$ cat config.mk
export PLATFORM = sky130hd
export DESIGN_NAME = rs_syndrome_bank_flat
export DESIGN_NICKNAME = d
export VERILOG_FILES = /design/src/rtl/rs_syndrome_bank_pkg.sv /design/src/rtl/rs_syndrome_bank_if.sv /design/src/rtl/rs_syndrome_bank_gf_const_mult.sv /design/src/rtl/rs_syndrome_bank.sv /design/src/flat_wrapper.sv
export SDC_FILE = /design/constraint.sdc
export NUM_CORES = 1
export LEC_CHECK = 0
export ABC_AREA = 0
export ABC_CLOCK_PERIOD_IN_PS = 4130
export CORE_ASPECT_RATIO = 1.25
export CORE_MARGIN = 3
export CORE_UTILIZATION = 50
export DETAILED_ROUTE_END_ITERATION = 8
export PLACE_DENSITY = 0.66
export SLEW_MARGIN = 20
export SYNTH_ARGS = -nofsm -noshare
export SYNTH_HDL_FRONTEND = slang
export SYNTH_SLANG_ARGS = --single-unit
$ cat constraint.sdc
create_clock -name Clk -period 4.13 [get_ports Clk]
set_input_delay 0.826 -clock Clk [delete_from_list [all_inputs] [get_ports Clk]]
set_output_delay 0.826 -clock Clk [all_outputs]
set_load 0.02 [all_outputs]
$ cat src/rtl/rs_syndrome_bank_pkg.sv
// Shared GF(2^8) field definition, DVB-T defaults and the alpha-power helper
// used to build constant multipliers at elaboration time.
package rs_syndrome_bank_pkg;

  localparam int             GF_M    = 8;
  localparam logic [GF_M:0]  GF_POLY = 9'h11D;
  localparam int             GF_ORD  = (1 << GF_M) - 1;

  localparam int DVB_N   = 204;
  localparam int DVB_T   = 8;
  localparam int DVB_FCR = 0;

  // alpha^e by repeated multiplication by x; only ever evaluated for constants.
  function automatic logic [GF_M-1:0] alpha_pow(input int e);
    logic [GF_M-1:0] v;
    int              r;
    v = {{(GF_M-1){1'b0}}, 1'b1};
    r = e % GF_ORD;
    for (int i = 0; i < r; i++) begin
      v = {v[GF_M-2:0], 1'b0} ^ (v[GF_M-1] ? GF_POLY[GF_M-1:0] : {GF_M{1'b0}});
    end
    return v;
  endfunction

endpackage

$ cat src/rtl/rs_syndrome_bank_if.sv
// Symbol input stream and syndrome output stream of the syndrome bank.
interface rs_syndrome_bank_if #(
  parameter int M = 8,
  parameter int T = 8
);
  localparam int IDXW = (2 * T > 1) ? $clog2(2 * T) : 1;

  logic            In_Valid;
  logic            In_Sof;
  logic [M-1:0]    Msg_Rsv;
  logic            Syn_Valid;
  logic [IDXW-1:0] Syn_Idx;
  logic [M-1:0]    S_i;
  logic            Err_Flag;
  logic            Done;
  logic            Frame_Err;

  modport master (
    output In_Valid, In_Sof, Msg_Rsv,
    input  Syn_Valid, Syn_Idx, S_i, Err_Flag, Done, Frame_Err
  );

  modport slave (
    input  In_Valid, In_Sof, Msg_Rsv,
    output Syn_Valid, Syn_Idx, S_i, Err_Flag, Done, Frame_Err
  );
endinterface

$ cat src/rtl/rs_syndrome_bank_gf_const_mult.sv
// Multiply by the fixed field element alpha^E: each input bit selects the
// column alpha^(E+i), and the selected columns are XORed together.
module gf_const_mult
  import rs_syndrome_bank_pkg::*;
#(
  parameter int E = 0
) (
  input  logic [GF_M-1:0] din,
  output logic [GF_M-1:0] dout
);

  logic [GF_M-1:0][GF_M-1:0] term;

  generate
    for (genvar gi = 0; gi < GF_M; gi++) begin : g_col
      localparam logic [GF_M-1:0] COL = alpha_pow(E + gi);
      assign term[gi] = din[gi] ? COL : {GF_M{1'b0}};
    end
  endgenerate

  always_comb begin
    dout = '0;
    for (int i = 0; i < GF_M; i++) begin
      dout = dout ^ term[i];
    end
  end

endmodule

$ cat src/rtl/rs_syndrome_bank.sv
// Parallel Reed-Solomon syndrome accumulator with a shadow bank so one
// codeword's syndromes stream out while the next codeword accumulates.
module rs_syndrome_bank
  import rs_syndrome_bank_pkg::*;
#(
  parameter int N   = DVB_N,
  parameter int T   = DVB_T,
  parameter int FCR = DVB_FCR,
  parameter int M   = GF_M
) (
  input  logic              Clk,
  input  logic              Reset,
  rs_syndrome_bank_if.slave bus
);

  localparam int NS   = 2 * T;
  localparam int IDXW = (NS > 1) ? $clog2(NS) : 1;
  localparam int CW   = $clog2(N + 1);
  localparam logic [IDXW-1:0] LAST_IDX = IDXW'(NS - 1);

  generate
    if (NS > N || M != GF_M) begin : g_param_bad
      $error("rs_syndrome_bank: need 2T <= N and M == GF_M");
    end
  endgenerate

  logic [NS-1:0][M-1:0] acc_q, acc_d, acc_upd, shadow_q, shadow_d, mult_out;
  logic [CW-1:0]        cnt_q, cnt_d, cnt_upd;
  logic                 open_q, open_d;
  logic                 syn_valid_q, syn_valid_d;
  logic [IDXW-1:0]      syn_idx_q, syn_idx_d, idx_nxt;
  logic [M-1:0]         s_i_q, s_i_d;
  logic                 err_flag_q, err_flag_d;
  logic                 done_q, done_d;
  logic                 frame_err_q, frame_err_d;
  logic                 accept_sof, accept, last;

  generate
    for (genvar gi = 0; gi < NS; gi++) begin : g_mul
      gf_const_mult #(.E(FCR + gi)) u_mul (
        .din  (acc_q[gi]),
        .dout (mult_out[gi])
      );
    end
  endgenerate

  always_comb begin
    accept_sof = bus.In_Valid & bus.In_Sof;
    accept     = accept_sof | (bus.In_Valid & open_q);
    cnt_upd    = accept_sof ? CW'(1) : cnt_q + CW'(1);
    for (int j = 0; j < NS; j++) begin
      acc_upd[j] = accept_sof ? bus.Msg_Rsv : (mult_out[j] ^ bus.Msg_Rsv);
    end
    last    = accept && (cnt_upd == CW'(N));
    idx_nxt = syn_idx_q + IDXW'(1);

    acc_d       = acc_q;
    cnt_d       = cnt_q;
    open_d      = open_q;
    shadow_d    = shadow_q;
    syn_valid_d = 1'b0;
    syn_idx_d   = '0;
    s_i_d       = '0;
    err_flag_d  = 1'b0;
    done_d      = 1'b0;
    // SOF on an open codeword aborts it; the new one starts in the same cycle.
    frame_err_d = accept_sof & open_q;

    if (accept) begin
      if (last) begin
        acc_d  = '0;
        cnt_d  = '0;
        open_d = 1'b0;
      end else begin
        acc_d  = acc_upd;
        cnt_d  = cnt_upd;
        open_d = 1'b1;
      end
    end

    // The completing edge presents S_0 directly; the shadow supplies the rest.
    if (last) begin
      shadow_d    = acc_upd;
      syn_valid_d = 1'b1;
      s_i_d       = acc_upd[0];
      err_flag_d  = |acc_upd;
      done_d      = (LAST_IDX == '0);
    end else if (syn_valid_q && syn_idx_q != LAST_IDX) begin
      syn_valid_d = 1'b1;
      syn_idx_d   = idx_nxt;
      s_i_d       = shadow_q[idx_nxt];
      err_flag_d  = err_flag_q;
      done_d      = (idx_nxt == LAST_IDX);
    end
  end

  always_ff @(posedge Clk or negedge Reset) begin
    if (!Reset) begin
      acc_q       <= '0;
      cnt_q       <= '0;
      open_q      <= 1'b0;
      shadow_q    <= '0;
      syn_valid_q <= 1'b0;
      syn_idx_q   <= '0;
      s_i_q       <= '0;
      err_flag_q  <= 1'b0;
      done_q      <= 1'b0;
      frame_err_q <= 1'b0;
    end else begin
      acc_q       <= acc_d;
      cnt_q       <= cnt_d;
      open_q      <= open_d;
      shadow_q    <= shadow_d;
      syn_valid_q <= syn_valid_d;
      syn_idx_q   <= syn_idx_d;
      s_i_q       <= s_i_d;
      err_flag_q  <= err_flag_d;
      done_q      <= done_d;
      frame_err_q <= frame_err_d;
    end
  end

  assign bus.Syn_Valid = syn_valid_q;
  assign bus.Syn_Idx   = syn_idx_q;
  assign bus.S_i       = s_i_q;
  assign bus.Err_Flag  = err_flag_q;
  assign bus.Done      = done_q;
  assign bus.Frame_Err = frame_err_q;

endmodule

$ cat src/flat_wrapper.sv
// flat-port wrapper written by rule: the top's interface ports become plain ports
module rs_syndrome_bank_flat import rs_syndrome_bank_pkg::*;
#(
  parameter int N   = DVB_N,
  parameter int T   = DVB_T,
  parameter int FCR = DVB_FCR,
  parameter int M   = GF_M
)
  (Clk, Reset, bus_In_Valid, bus_In_Sof, bus_Msg_Rsv, bus_Syn_Valid, bus_Syn_Idx, bus_S_i, bus_Err_Flag, bus_Done, bus_Frame_Err);
  rs_syndrome_bank_if #(.M(M), .T(T)) bus_i ();
  input  logic Clk;
  input  logic Reset;
  input wire logic [$bits(bus_i.In_Valid)-1:0] bus_In_Valid;
  input wire logic [$bits(bus_i.In_Sof)-1:0] bus_In_Sof;
  input wire logic [$bits(bus_i.Msg_Rsv)-1:0] bus_Msg_Rsv;
  output wire logic [$bits(bus_i.Syn_Valid)-1:0] bus_Syn_Valid;
  output wire logic [$bits(bus_i.Syn_Idx)-1:0] bus_Syn_Idx;
  output wire logic [$bits(bus_i.S_i)-1:0] bus_S_i;
  output wire logic [$bits(bus_i.Err_Flag)-1:0] bus_Err_Flag;
  output wire logic [$bits(bus_i.Done)-1:0] bus_Done;
  output wire logic [$bits(bus_i.Frame_Err)-1:0] bus_Frame_Err;
  assign bus_i.In_Valid = bus_In_Valid;
  assign bus_i.In_Sof = bus_In_Sof;
  assign bus_i.Msg_Rsv = bus_Msg_Rsv;
  assign bus_Syn_Valid = bus_i.Syn_Valid;
  assign bus_Syn_Idx = bus_i.Syn_Idx;
  assign bus_S_i = bus_i.S_i;
  assign bus_Err_Flag = bus_i.Err_Flag;
  assign bus_Done = bus_i.Done;
  assign bus_Frame_Err = bus_i.Frame_Err;
  rs_syndrome_bank #(.N(N), .T(T), .FCR(FCR), .M(M)) u_core (.Clk(Clk), .Reset(Reset), .bus(bus_i));
endmodule
# Word level (Yosys, flattened, before mapping)
# Cells that the tools add are included.
totals:
  in_bits: 12
  word_cells: 342
  regBits: 281
  out_inout_bits: 16
classes:
  n_addsub: 2
  magnitude_cmp: 1
  n_reduce_logical: 3
  mux: 160
  n_bitwise: 132
  n_eq_ne: 4
ops:
  columns: ["op", "count"]
  rows:
  - ["$mux W8", 63]
  - ["$xor A8 B8 Y8", 54]
  - ["$xor A8 B7 Y8", 26]
  - ["$mux W7", 28]
  - ["$xor A8 B6 Y8", 24]
  - ["$mux W6", 27]
  - ["$xor A8 B5 Y8", 18]
  - ["$mux W128", 1]
  - ["$reduce_or A128 Y1", 1]
  - ["$mux W5", 21]
  - ["$bmux W8 S4", 1]
  - ["$mux W4", 6]
  - ["$xor A8 B4 Y8", 3]
  - ["$xor A8 B3 Y8", 2]
  - ["$mux W3", 3]
  - ["$add A8 B1 Y8 const B", 1]
  - ["$eq A8 B8 Y1 const B", 1]
  - ["$mux W1", 8]
  - ["$xor A8 B2 Y8", 1]
  - ["$lt A4 B5 Y1 const B", 1]
  - ["$add A4 B1 Y4 const B", 1]
  - ["$eq A4 B4 Y1 const B", 1]
  - ["$mux W2", 2]
  - ["$ne A4 B4 Y1 const B", 1]
  - ["other kinds (4)", 7]

# Logic depth before layout (Yosys ltp)
depth:
  depth_word: 12
  mapped_depth: 11
  ltp_nobuf: 9

# Cells and area by module
# From an unflattened synthesis, not the netlist that was laid out.
unflattened:
  hier_cells: 1922
  area_unflattened_um2: 17827.1
modules_own_cells:
  columns: ["mod", "seq_area_each_um2", "n_inst", "cells_each", "area_each_um2"]
  rows:
  - ["rs_syndrome_bank", 7031.7, 1, 1707, 15688.8]
  - ["gf_const_mult at u_core.g_mul[8].u_mul", 0.0, 1, 17, 171.4]
  - ["gf_const_mult at u_core.g_mul[15].u_mul", 0.0, 1, 16, 168.9]
  - ["gf_const_mult at u_core.g_mul[14].u_mul", 0.0, 1, 15, 167.7]
  - ["gf_const_mult at u_core.g_mul[11].u_mul", 0.0, 1, 15, 166.4]
  - ["gf_const_mult at u_core.g_mul[9].u_mul", 0.0, 1, 16, 162.7]
  - ["gf_const_mult at u_core.g_mul[13].u_mul", 0.0, 1, 16, 161.4]
  - ["gf_const_mult at u_core.g_mul[12].u_mul", 0.0, 1, 14, 157.7]
  - ["gf_const_mult at u_core.g_mul[7].u_mul", 0.0, 1, 16, 147.6]
  - ["gf_const_mult at u_core.g_mul[10].u_mul", 0.0, 1, 15, 146.4]
  - ["gf_const_mult at u_core.g_mul[6].u_mul", 0.0, 1, 15, 138.9]
  - ["gf_const_mult at u_core.g_mul[5].u_mul", 0.0, 1, 13, 120.1]
  - ["gf_const_mult at u_core.g_mul[4].u_mul", 0.0, 1, 12, 110.1]
  - ["gf_const_mult at u_core.g_mul[3].u_mul", 0.0, 1, 11, 100.1]
  - ["3 more rows", null, null, null, null]

# Worst setup path before layout
# No wires, ideal clock.
synth_timing:
  path_kind: "register to register"
  start: "register u_core.syn_idx_q[0] (netlist: u_core.bus.Syn_Idx[0])"
  end: "register u_core.s_i_q[4] (netlist: u_core.bus.S_i[4])"
  n_path_buf: 4
  setup_slack_ns: 1.123
  required_ns: 3.996
  stages_incl_launch_ff: 11
  t_arrival_ns: 2.873
  setup_ns: 0.134
  synth_period_minus_slack_ns: 3.007
  path_cell_list: "dfrtp_1 buf_2 buf_1 inv_1 ha_1 clkbuf_1 clkbuf_1 mux4_2 mux2_2 o21ai_0 o21ai_0"
synth_between:
  elab_chain_cells: 5
  word_cells_on_any_way: 7
  cone_classes: "1 x add/sub; 1 x eq/ne; 4 x mux; 1 x reduce/logical"
synth_rtl:
  columns: ["element", "line", "text"]
  rows:
  - ["start: declaration", "rs_syndrome_bank.sv:31", "logic [IDXW-1:0] syn_idx_q, syn_idx_d, idx_nxt;"]
  - ["start signal: assignment", "rs_syndrome_bank.sv:115", "syn_idx_q <= syn_idx_d;"]
  - ["$add A4 B1 Y4", "rs_syndrome_bank.sv:55", "idx_nxt = syn_idx_q + IDXW'(1);"]
  - ["$bmux W8 S4", "rs_syndrome_bank.sv:91", "s_i_d = shadow_q[idx_nxt];"]
  - ["$mux W8 (not written as such)", "rs_syndrome_bank.sv:91", null]
  - ["$mux W8 *", "rs_syndrome_bank.sv:88", "end else if (syn_valid_q && syn_idx_q != LAST_IDX) begin"]
  - ["$mux W8 *", "rs_syndrome_bank.sv:82", "if (last) begin"]
  - ["via u_core.s_i_d[4]", "rs_syndrome_bank.sv:32", "logic [M-1:0] s_i_q, s_i_d;"]
  - ["end signal: assignment", "rs_syndrome_bank.sv:116", "s_i_q <= s_i_d;"]
  - ["end: declaration", "rs_syndrome_bank.sv:32", null]
# Mark *: on every way through the listed nets, which the timed path passes. The rest lies on a longest branch. The select of a mux whose other input is x is not followed.
# A chain may end at the register's enable or synchronous reset.

# Worst setup path in the final report
layout_timing:
  start: "input port bus_In_Valid"
  end: "register u_core.err_flag_q (netlist: u_core.bus.Err_Flag)"
layout_between:
  elab_chain_cells: 5
  word_cells_on_any_way: 25
  cone_classes: "2 x eq/ne; 18 x mux; 3 x bitwise; 2 x reduce/logical"
layout_rtl:
  columns: ["element", "line", "text"]
  rows:
  - ["start: declaration", "flat_wrapper.sv:13", "input wire logic [$bits(bus_i.In_Valid)-1:0] bus_In_Valid;"]
  - ["$and A1 B1 Y1", "rs_syndrome_bank.sv:48", "accept_sof = bus.In_Valid & bus.In_Sof;"]
  - ["$mux W8", "rs_syndrome_bank.sv:50", "cnt_upd = accept_sof ? CW'(1) : cnt_q + CW'(1);"]
  - ["$eq A8 B8 Y1", "rs_syndrome_bank.sv:54", "last = accept && (cnt_upd == CW'(N));"]
  - ["$logic_and A1 B1 Y1", "rs_syndrome_bank.sv:54", null]
  - ["$ne A2 B1 Y1 (no line) / $mux W1 (equally long branches)", null, null]
  - ["end signal: assignment", "rs_syndrome_bank.sv:117", "err_flag_q <= err_flag_d;"]
  - ["end: declaration", "rs_syndrome_bank.sv:33", "logic err_flag_q, err_flag_d;"]
# Parallel ways exist; a longest one is shown, timed or not.

==> results.toml <==
[sta]
finalWorstPathRequiredPeriod_ns = 3.631
worst_relative_slew_slack_pct = 28.08
finalHoldViolCount = 0
count_of_endpoints_failing_setup_in_the_final_report = 0
worst_pin_slew_ns = 1.079
layout_setup_ws_ns = 0.4991
slew_viol_final = 0
rsz0062_at_grt = "no"
max_freq_mhz = 275.4
fin_crit_sh_pct = 87.91
fin_worst_skew_ns = 0.02221

[worst_setup_path]
worstPathArrival_ns = 4.08
worst-path-max-fanout = 35
timing.reg2reg.worst_path_depth = 8
critical_path_buf_inv_count = 2
crit_cells = 10
highest_delay_cell_along_the_critical_path = "clkdlybuf4s50_1"
critical-path-top-delay-family = "simple AND/OR/NAND/NOR gates"
timing.setup.critical_path_class = "in -> reg"
worstPathCellList = "clkdlybuf4s50_1 -> and2_4 -> buf_12 -> nor2_1 -> xnor2_1 -> nand3_1 -> nor4b_1 -> nand4_1 -> nor4_1 -> a31oi_1"
critical_path.startpoint = "bus_In_Valid"
critical-path-max-stage-delay_ns = 0.64
crit_path_start_kind = "primary input"
reg2reg_slack_ns = 0.85
timing.critical_path.to = "u_core.bus.Err_Flag"
reg2reg_launch_point = "u_core.bus.Syn_Idx[0]"
cp-end-kind = "flip-flop"
worst-endpoint-required_ns = 4.58
regToRegEndpoint = "u_core.bus.S_i[0]"

[place]
detailed_place.area_um2 = 17510
placement.setup.worst_slack_ns = -0.03226
gp_congestion = 0.9635
place.detailed.hpwl_mm = 36.82
numPortBuffers = 27

[clock_tree]
cts_repair_resize_count = 0
tritoncts_num_sinks = 281
cts-root-buf = "clkbuf_16"
cts_post_setup_buffers_inserted = 0
cts_made_buffers = 29
cts_tree = "done"
cts_hold_buf = 0
cts.path.max_buffers = 3
h_tree_level_count = 1
clock_insertion_delay_worst_skew_ns = 0.58
clk_transition_reported_paths_ns = 0.06

[detailed_routing]
remaining_design_rule_violation_count = 0
initialDrtViolationCount = 1263
remaining_number_of_nets_flagged_by_the_antenna_check_after_routing = 0
drt-pass1-iter-count = 8
postRouteWirelength_mm = 51.70
routed-via-count = 13398
route.detailed.vias_per_inst = 6.019
routedWlPerCell_um = 23.23

[power]
finalPower_mw = 15.62
ir_worst_vdd_mv = 0.4777
pwr_density_cell_nw_per_um2 = 845.1
power.share.combinational_pct = 55.2
cellLeakagePower_nw = 7.963
power_report.internal_total_mw = 8.597
switching_share_pct = 44.95
power.share.clock_pct = 17.4
share_seq_of_total_power_pct = 27.4
netSwitchingPower_mw = 7.019

[grt]
global_route_total_overflow = 0
maximum_number_of_pins_on_one_net_before_global_route_repair = 101
met3_usage_pct = 4.691
groute.layer.met2.usage_pct = 46.91
number_of_global_route_vias_before_repair = 13085
grt_antenna_before_repair = 3
grt_most_used_layer = "met2"
grtUsageMet1_pct = 38.40
gr-usage-all-layers_pct = 29.24
global_route_wire_length_before_repair_mm = 79.70

[die]
row_count = 73
die_x_um = 168.9
core_box_area_um2 = 32240
die_h_um = 209.6
dieArea_um2 = 35390
initial_utilization_pct = 51.42
num_io_pins = 28

[layout]
postLayoutCoreUtil_pct = 57.31
fraction_of_layout_instances_using_a_drive_strength_above_1_pct = 10.54
final_area_um2 = 18480
area_delta_synth_final_pct = 11.46
nNetsFinal = 1805
num-fill-cells = 2829

[synthesis]
yosys.cell_count.top_type = "nand2_1"
syn-instance-count = 1802
synth_largest_type_area_fraction_pct = 42.41
synth_commonest_cells = "367 x nand2_1, 281 x dfrtp_1, 223 x xnor2_1"
ys_dominant_reg_cell = "dfrtp_1"
postSynthRegisterBits = 281
cell_type_contributing_the_most_total_cell_area_after_synthesis = "dfrtp_1"
ys_top_cells_by_area = "dfrtp_1 42%, xnor2_1 12%, nand2_1 8.3%"
synth.yosys.seq_area_share_pct = 42.41
synth_area_per_inst_um2 = 9.201
mappedNetlistArea_um2 = 16580
synth_nets = 1817
synth_cell_type_count = 64
fraction_of_synthesis_flops_using_an_asynchronous_set_or_reset_pin_pct = 100.0
synth_edf_count = 0
yosysWarnings = 0

[run_status]
run_status = "finished clean"

[hold_path]
hold_class = "in -> async"

[flow_run]
max-cap-violations = 0
[worst min-delay path by stage]
stage	end	slack, ns	cells after the start
global placement	u_core.shadow_q[42]	0.46	2
floorplan	u_core.shadow_q[42]	0.44	2
detailed placement	u_core.shadow_q[42]	0.46	2
CTS	u_core.shadow_q[31]	0.32	1
global route	u_core.shadow_q[7]	0.36	1
finish	u_core.shadow_q[31]	0.31	1
[through the flow]
stage / TNS, ns / instances / hold slack, ns
floorplan: 0 / 1802 / 0.4404
global placement: 0 / 2171 / 0.4553
detailed placement: -0.03226 / 2171 / 0.4599
CTS: 0 / 2225 / 0.3247
global route: 0 / 2225 / 0.3581
finish: 0 / 2226 / 0.3080
[cells in the final DEF, fill, tap and decap left out, types with 11 or more instances in the layout]
master	netlist	layout
inv_1	14	14
buf_4	1	68
nand4_1	16	16
a21oi_1	37	37
clkbuf_16	0	29
xnor2_1	223	222
nand2_1	367	366
o31ai_1	96	96
nor2_1	103	103
a31oi_1	15	15
o21ai_0	200	200
dfrtp_1	281	280
xor2_1	76	76
mux4_2	32	32
nand3_1	25	24
clkdlybuf4s50_1	0	23
mux2_2	11	11
[cells by family after synthesis]
| family | synth area share [%] |
|---|---|
| AOI/OAI and AO/OA | 13.98 |
| DFF | 42.41 |
| xor gates and xnor gates | 18.08 |
| buffers and inverters | 4.015 |
| and+or+nand+nor | 15.70 |
| adders and majority gates | 0.2264 |
| muxes | 5.577 |
[area by class of cell]
| type | instances | area, µm² | area share, % |
|---|---|---|---|
| Clock buffer | 43 | 828.3 | 4.482 |
| Multi-Input combinational cell | 1357 | 8929 | 48.32 |
| Inverter | 16 | 60.06 | 0.3250 |
| Tap cell | 412 | 515.5 | 2.790 |
| Sequential cell | 281 | 7033 | 38.06 |
| Clock inverter | 11 | 140.1 | 0.7583 |
| Timing Repair Buffer | 105 | 970.9 | 5.254 |
| Antenna cell | 1 | 2.502 | 0.01354 |
[worst register-to-register path, cell delays in order, from the launching register on]
cell and delay (ns):
dfrtp_2 0.35, buf_4 0.68, inv_1 0.13, ha_1 0.31, buf_4 0.56, mux4_2 0.52
mux2_2 0.32, o21ai_0 0.16, o21ai_0 0.10
[power by group through the flow]
| stage | combinational (mW) | sequential [mW] | clock (mW) |
|---|---|---|---|
| 5_1_grt | 9.30 | 4.36 | 2.87 |
| 4_1_cts | 8.54 | 4.26 | 2.77 |
| 3_3_place_gp | 8.38 | 4.27 | 0 |
| 6_report | 8.61 | 4.28 | 2.72 |
| 2_1_floorplan | 6.20 | 3.93 | 0 |
| 3_5_place_dp | 8.47 | 4.30 | 0 |
[sequential cells by signal (all words and copies together) (netlist names)]
register              cells
u_core.cnt_q              8
u_core.bus.Frame_Err      1
u_core.bus.Syn_Idx        4
u_core.bus.Err_Flag       1
u_core.bus.Done           1
u_core.shadow_q         128
u_core.acc_q            128
u_core.bus.S_i            8
u_core.open_q             1
u_core.bus.Syn_Valid      1
[layer usage]
metal,up-vias,share of wire (%)
li1,6150,-
met5,-,0.017
met3,136,6.7
met1,6604,40
met2,506,47
met4,2,5.7
No activity file was read; power rests on OpenSTA's default activity.
